File: src/rtl/ecc_pkg.sv
// Shared field constants, exponent helpers and controller state encoding
// for the Fermat-inversion block that sits on the modular multiplier.
package ecc_pkg;

    // Default field: operand width and prime (overridable per instance)
    localparam int           W = 256;
    localparam logic [W-1:0] P = 256'h7;
    localparam logic [W-1:0] E = P - 2;

    typedef enum logic [2:0] {
        IDLE     = 3'd0,
        SQR_REQ  = 3'd1,
        SQR_WAIT = 3'd2,
        MUL_REQ  = 3'd3,
        MUL_WAIT = 3'd4,
        FIN      = 3'd5
    } state_t;

    // Index of the most significant set bit; 0 when e is 0 or 1
    function automatic int msb_index(input logic [W-1:0] e);
        int idx;
        idx = 0;
        for (int k = 0; k < W; k++) begin
            if (e[k]) idx = k;
        end
        return idx;
    endfunction

    // Exponent bit select; with a constant exponent this folds to a small mux
    function automatic logic exp_bit(input logic [W-1:0] e, input int idx);
        return e[idx];
    endfunction

endpackage

File: src/rtl/mod_inv_fermat.sv
// Modular inverse a^(P-2) mod P by left-to-right square-and-multiply.
// Every square/multiply is issued to an external modular multiplier over a
// start/done handshake; the running power r is the only product held here.
module mod_inv_fermat #(
    parameter int           W = ecc_pkg::W,
    parameter logic [W-1:0] P = ecc_pkg::P
) (
    input  logic         clk,
    input  logic         rst,
    input  logic         start,
    input  logic [W-1:0] a_in,
    output logic         busy,
    output logic         done,
    output logic         err,
    output logic [W-1:0] inv_out,
    output logic         mul_start,
    output logic [W-1:0] mul_x,
    output logic [W-1:0] mul_y,
    input  logic [W-1:0] mul_res,
    input  logic         mul_done
);
    import ecc_pkg::*;

    // Exponent and the position of its leading one, both elaboration-time
    localparam logic [W-1:0] EXP = P - 2;
    localparam int           TOP = msb_index(EXP);
    localparam int           IW  = $clog2(W);

    state_t         state;
    state_t         state_nx;
    logic [W-1:0]   a;
    logic [W-1:0]   r;
    logic [IW-1:0]  i;
    logic           bit_set;
    logic           last_bit;

    assign bit_set  = exp_bit(EXP, int'(i));
    assign last_bit = (i == '0);

    // State register
    always_ff @(posedge clk) begin
        if (rst) state <= IDLE;
        else     state <= state_nx;
    end

    // Next-state: one square per remaining exponent bit, plus a multiply
    // after each square whose bit is set
    always_comb begin
        state_nx = state;
        case (state)
            IDLE: begin
                if (start) begin
                    if (a_in == '0)    state_nx = FIN;
                    else if (TOP == 0) state_nx = FIN;
                    else               state_nx = SQR_REQ;
                end
            end
            SQR_REQ:  state_nx = SQR_WAIT;
            SQR_WAIT: begin
                if (mul_done) begin
                    if (bit_set)       state_nx = MUL_REQ;
                    else if (last_bit) state_nx = FIN;
                    else               state_nx = SQR_REQ;
                end
            end
            MUL_REQ:  state_nx = MUL_WAIT;
            MUL_WAIT: begin
                if (mul_done) begin
                    if (last_bit) state_nx = FIN;
                    else          state_nx = SQR_REQ;
                end
            end
            FIN:      state_nx = IDLE;
            default:  state_nx = IDLE;
        endcase
    end

    // Datapath: operand latch, running power, bit index and result.
    // The result is written on the transition into FIN so it is already
    // valid while done is high, and is otherwise left untouched.
    always_ff @(posedge clk) begin
        if (rst) begin
            a       <= '0;
            r       <= '0;
            i       <= '0;
            err     <= 1'b0;
            inv_out <= '0;
        end else begin
            case (state)
                IDLE: begin
                    if (start) begin
                        a   <= a_in;
                        r   <= a_in;
                        i   <= IW'(TOP - 1);
                        err <= (a_in == '0);
                        if (a_in == '0)    inv_out <= '0;
                        else if (TOP == 0) inv_out <= a_in;
                    end
                end
                SQR_WAIT: begin
                    if (mul_done) begin
                        r <= mul_res;
                        if (!bit_set) begin
                            if (last_bit) inv_out <= mul_res;
                            else          i <= i - 1'b1;
                        end
                    end
                end
                MUL_WAIT: begin
                    if (mul_done) begin
                        r <= mul_res;
                        if (last_bit) inv_out <= mul_res;
                        else          i <= i - 1'b1;
                    end
                end
                default: ;
            endcase
        end
    end

    // Outputs decoded from state; operands come straight from r and a,
    // which only change on mul_done, so they stay stable through each request
    always_comb begin
        busy      = (state != IDLE);
        done      = (state == FIN);
        mul_start = (state == SQR_REQ) || (state == MUL_REQ);
        mul_x     = r;
        mul_y     = ((state == MUL_REQ) || (state == MUL_WAIT)) ? a : r;
    end

endmodule

File: config.mk
export PLATFORM = sky130hd
export DESIGN_NAME = mod_inv_fermat
export DESIGN_NICKNAME = d
export VERILOG_FILES = /design/src/rtl/ecc_pkg.sv /design/src/rtl/mod_inv_fermat.sv
export SDC_FILE = /design/constraint.sdc
export NUM_CORES = 2
export LEC_CHECK = 0
export CORE_AREA = 10 10 497 499
export DETAILED_ROUTE_END_ITERATION = 8
export DIE_AREA = 0 0 507 509
export DONT_BUFFER_PORTS = 1
export PLACE_DENSITY_LB_ADDON = 0.3
export SLEW_MARGIN = 40
export SYNTH_ARGS = -nofsm -noshare
export SYNTH_HDL_FRONTEND = slang
export SYNTH_SLANG_ARGS = --single-unit
File: constraint.sdc
create_clock -name clk -period 3.14 [get_ports clk]
set_clock_uncertainty 0.1 [all_clocks]
set_input_delay 0.314 -clock clk [delete_from_list [all_inputs] [get_ports clk]]
set_output_delay 0.314 -clock clk [all_outputs]
set_load 0.01 [all_outputs]
# After elaboration in Yosys (flattened, before gate mapping)
# Memory sizes are Yosys's and may differ from the RTL's. A register that Yosys moved wholly into a read port is not among the register bits.
# Index checks and enable logic that the tools add are counted.
[word_totals]
reg_bits = 780
latchBits = 0
ram_bits = 0
romBits = 256
input_bits = 516
out_inout_bits = 772
word_cells = 61
n_memories = 1
[classes]
addsub = 1
mul = 0
div = 0
order_cmp = 1
eq_ne = 11
n_shift = 0
mux = 27
bitwise_logic = 0
reduce_logical = 14
[memory_table]
columns = ["name", "depth", "width", "read_ports", "rd_clocked_by_memory_dff", "write_ports", "line_no", "source"]
rows = [
  ["(name not given)", 256, 1, 1, 1, 0, "ecc_pkg.sv:31", "return e[idx];"],
]
[op_table]
columns = ["operator", "n"]
rows = [
  ["256-bit 2-to-1 mux", 9],
  ["256-bit one-hot mux with 3 select lines", 1],
  ["256-bit one-hot mux with 2 select lines", 1],
  ["256-bit logical NOT", 1],
  ["8-bit 2-to-1 mux", 7],
  ["8-bit one-hot mux with 3 select lines", 1],
  ["3-bit 2-to-1 mux", 6],
  ["3-bit one-hot mux with 5 select lines", 1],
  ["2-bit inequality test, second input constant", 5],
  ["8-bit by 9-bit < comparator with 1-bit output, second input constant", 1],
  ["8-bit logical NOT", 1],
  ["8-bit by 1-bit subtractor with 8-bit output, second input constant", 1],
  ["3-bit by 2-bit == test with 1-bit output, second input constant", 2],
  ["3-bit == test, second input constant", 2],
  ["3-bit AND reduction", 2],
  ["6-bit AND reduction", 1],
  ["3-bit nonzero test", 2],
  ["5-bit AND reduction", 1],
  ["3-bit by 1-bit == test with 1-bit output, second input constant", 1],
  ["3-bit logical NOT", 1],
  ["1-bit logical OR", 2],
  ["2-bit by 1-bit inequality test with 1-bit output, second input constant", 1],
  ["2-bit AND reduction", 1],
  ["2-bit nonzero test", 1],
  ["2 further kinds", 2],
]

# Logic depth before layout (Yosys ltp)
[logic_depth]
depth_word = 7
ltp_mapped = 8
ltp_nobuf = 7

# Worst setup path after synthesis
# Ideal clock, no wire load.
[synth_path]
kind = "reg2out"
start = "register state[0]"
end = "output mul_y[215]"
t_arrival_ps = 1779
path_slack_ps = 947
path_stages_with_launch = 7
path_buffers = 3
cell_sequence = "dfxtp_1 > buf_2 > nor2_1 > a21oi_1 > clkbuf_1 > buf_2 > mux2_2"
[synth_between]
elab_chain_cells = 3
[synth_lines]
columns = ["element", "line_no", "source"]
rows = [
  ["start, declared", "mod_inv_fermat.sv:29", "state_t state;"],
  ["start signal, assigned", "mod_inv_fermat.sv:43", "else state <= state_nx;"],
  ["3-bit by 2-bit == test with 1-bit output or 3-bit == test (tied branches)", "mod_inv_fermat.sv:128", "mul_y = ((state == MUL_REQ) || (state == MUL_WAIT)) ? a : r;"],
  ["1-bit logical OR (*)", "mod_inv_fermat.sv:128", ""],
  ["256-bit 2-to-1 mux (*)", "mod_inv_fermat.sv:128", ""],
  ["end, declared", "mod_inv_fermat.sv:18", "output logic [W-1:0] mul_y,"],
]
# Every way passes the cells marked *; elsewhere a longest branch is shown, timed or not.

# Worst setup path in the final report
[layout_path]
start = "input a_in[184]"
end = "register state[2]"
[layout_between]
elab_chain_cells = 4
[layout_lines]
columns = ["element", "line_no", "source"]
rows = [
  ["start, declared", "mod_inv_fermat.sv:11", "input logic [W-1:0] a_in,"],
  ["256-bit logical NOT", "mod_inv_fermat.sv:53", "if (a_in == '0) state_nx = FIN;"],
  ["3-bit 2-to-1 mux", "mod_inv_fermat.sv:53", ""],
  ["3-bit 2-to-1 mux", "mod_inv_fermat.sv:52", "if (start) begin"],
  ["3-bit one-hot mux with 5 select lines", "mod_inv_fermat.sv:50", "case (state)"],
]
# No other way between the ends. The select of a mux whose other input is x is not followed.
# A chain may end at the register's enable or synchronous reset.

==> summary.txt <==
Run status
  • Outcome: complete, no violations

Setup path
  • Slowest-stage cell, CP: nor4_4
  • RR Startpoint: state[1]
  • Slowest stage delay, CP: 590 ps
  • Endpoint class of the critical path: flop
  • Reg2reg end: mul_x[91]
  • Crit path kind: primary input to flop
  • CP startpoint kind: primary input
  • Most frequent CP cell: buf_4
  • Slack of the worst reg-to-reg path: 170 ps
  • Worst path cell trace: nor4_1 -> buf_4 -> nand4_1 -> nor4_4 -> buf_4 -> nand4_1 -> buf_4 -> o211a_1 -> o31ai_1 -> dlygate4sd3_1
  • Worst-path fanout max: 2
  • FF-to-FF path depth: 8
  • Req. time, crit path: 3740 ps
  • Worst path arrival time: around 3700 ps

Timing
  • Final min period: between 3000 and 4000 ps
  • Worst Tran Pin Value: 894 ps
  • Unrepaired setup endpoints after global routing: yes
  • Final period utilization: 98.0%
  • Slew headroom: 40.4%
  • Final setup fails: 0
  • Fin. Hold Viols: 0
  • FMAX: 325 MHz
  • Final slew viol count: 0

Synthesis
  • Post-synth ARST share: 0%
  • Netlist Area Pre-Place: roughly 34000 µm²
  • Library cells used by synthesis: 37
  • Syn Nets: ~4400
  • Post-synth top area cell: dfxtp_1
  • Syn_area_per_cell: 8.89 µm²
  • Top cells by area, synth: dfxtp_1 46%, nand2_1 8.5%, mux2_2 8.4%, mux2i_1 7.5%, nand3b_1 5.6%
  • Mapped Cells: 3850
  • Number of synthesized flops with an enable pin: 0
  • Sequential area share after synthesis: 45.7%
  • Synth top area share: 45.7%
  • Ys Warns: 0
  • Top post-synthesis cells by count: 781 x dfxtp_1, 772 x nand2_1, 263 x nand3_1
  • Post-synthesis register bit count: 781
  • Most common cell in the netlist: dfxtp_1
  • Predominant post-synthesis flop cell: dfxtp_1

Drt
  • Drt pass-1 iters: 6
  • Vias after detailed routing: 35814
  • Routed wire length: 238000 µm
  • Routed WL per cell: 29.0 µm
  • DRC Markers: 0
  • Drt first-iter violations: 3442
  • Vias/cell: 4.37
  • Antenna viol nets, final: 0

GRT
  • Vias in the first global route: between 30000 and 40000
  • First-pass GRT wire length: 319000 µm
  • Tot GR Track Use: 17.3%
  • Initial antenna violation count: 34
  • Pin count of the biggest net entering global routing: 779
  • Remaining global-route overflow: 0

Power and ir drop
  • Total leakage power: 19.4 nW
  • PwrDens: 586 nW/µm²
  • Worst VDD drop: between 0.0004 and 0.0005 V

Die
  • Die height: 509 µm
  • Die width: 507 µm
  • Core footprint: around 240000 µm²
  • Initial Util: between 10% and 20%
  • DIE AREA: 258000 µm²
  • # IOs: 1288
  • Rows: between 150 and 200

Clock network
  • CTS tree: yes
  • Clk buf depth: 3
  • H-Tree Depth: 3
  • CTS root buf: clkbuf_16
  • Number of clock sinks: 781
  • Clock Pin Slew Worst Setup and Hold Paths: 60 ps
  • Total CTS buffers: 95
  • Clock latency on the worst-skew pair: 750 ps

Placed design
  • Area after DPL: 38400 µm²
  • Post-DP HPWL: 175000 µm
  • Port bufs: 0
  • Final RePlAce weighted congestion: 0.946
  • Dpl cells: 6822

Worst hold path
  • Hold path depth: 2
  • Min-Delay Endpoint: a[129]
  • HP Class: primary input to flop
  • Min-delay src: a_in[129]

Run
  • Max cap viols: 0

Final layout
  • Non-Filler Instances: 8199
  • Layout cells sized above 1: 12.0%
  • Fin nets: 5440
  • Final Instance Area: 54100 µm²
  • Area delta synth->final: 58.2%
  • Fill cells: 25830
  • Post-layout util: ~23%
## metal layers
layer	part of all wire (%)	up-vias	track usage, %
li1	-	15640	-
met1	35	17677	17.9
met2	48	2025	29.6
met3	10	466	6.83
met4	7.3	6	10.4
met5	0.017	-	0
## state kept, by name, summed over array words and instances (netlist names)
register and cells:
a 256, inv_out 256, mul_x 256, i 8
state 3, bit_set 1, err 1
## area by class of cell
cell class | count | area (µm²) | area share, %
Inverter | 4 | 15.0 | 0.0277
Clock inverter | 38 | 594 | 1.10
Sequential cell | 781 | 15600 | 28.9
Timing Repair Buffer | 1318 | 13700 | 25.2
Tap cell | 3167 | 3960 | 7.32
Clock buffer | 137 | 2720 | 5.01
Multi-Input combinational cell | 2722 | 17500 | 32.3
Antenna cell | 32 | 80.1 | 0.148
## cells in the final DEF (no fill, tap or decap), types with 2 or more instances in the layout
cell type and n:
nand3b_1 257, a21oi_4 2, buf_6 4, and3_1 2, clkinv_4 2, nor4_1 58, mux2_2 180, nor2_1 16
clkinv_2 14, nor4_4 2, inv_6 4, nor3_1 2, mux2_4 76, clkinv_16 4, mux2i_1 256, inv_1 3
xnor2_1 2, a21oi_1 261, clkbuf_1 24, diode_2 32, nand2_1 772, dlygate4sd3_1 1151, dfxtp_1 779, buf_16 16
nand2b_1 260, dfxtp_4 2, nor4_2 10, nand4_1 20, clkinvlp_4 2, bufinv_16 10, buf_4 104, a31oi_1 257
xor2_1 6, buf_12 40, clkbuf_16 96, nand3_1 263, ha_1 2, clkbuf_8 18
## kinds of logic (layout without fill, tap and decap cells)
kind of cell	after synthesis	count (layout)	share of synthesized area, %
buffers and inverters	347	1497	4.57
flip-flops	781	781	45.7
AO/OA/AOI/OAI	530	530	8.83
XOR/XNOR	8	8	0.205
multiplexers	512	512	15.9
other	0	32	0
adder cells (fa/ha/maj)	2	2	0.0731
AND/OR/NAND/NOR	1670	1670	24.7
## repair_timing
| action | 4_1_cts | 5_1_grt |
|---|---|---|
| gates cloned | 4 | 1 |
| setup endpoints to repair | 216 | 230 |
| pin swaps | 0 | 0 |
| endpoints found under the hold margin | 781 | 0 |
| hold buffers | 1153 | 0 |
| buffers inserted | 6 | 0 |
| resized for setup | 86 | 12 |
## report_power, final
part | leakage, nW | total, mW | switching (mW) | internal, mW
registers | 6.38 | 11.9 | 1.18 | 10.7
clock network | 1.61 | 11.9 | 5.02 | 6.89
logic | 11.4 | 7.95 | 4.64 | 3.31
## worst max path at each step
| stage | to | from | slack [ps] | cells after the start |
|---|---|---|---|---|
| final | state[2] | a_in[184] | 60 | 10 |
| after floorplan | mul_y[215] | state[0] | 950 | 6 |
| after global routing | mul_y[231] | state[2] | -0.6 | 7 |
| after detailed placement | inv_out[137] | a_in[184] | -730 | 10 |
| after global placement | inv_out[24] | a_in[184] | -960 | 10 |
| after CTS | mul_y[230] | state[2] | -70 | 7 |
## per-stage QoR
step	total power, mW	hold slack, ps	setup TNS [ps]	setup WS (ps)
6_report	31.7	67.9	0	61.3
5_1_grt	33.0	20.9	-0.638	-0.638
4_1_cts	32.0	4.40	-1720	-67.3
3_5_place_dp	18.0	344	-164830	-729
3_3_place_gp	18.0	339	-230230	-962
2_1_floorplan	15.2	334	0	947
## critical path, delay by kind of cell
family | cells | cell delay [ps]
AOI/OAI and AO/OA | 2 | 420
buffers and inverters | 4 | 1280
and+or+nand+nor | 4 | 1650
(Power assumes the default switching activity.)
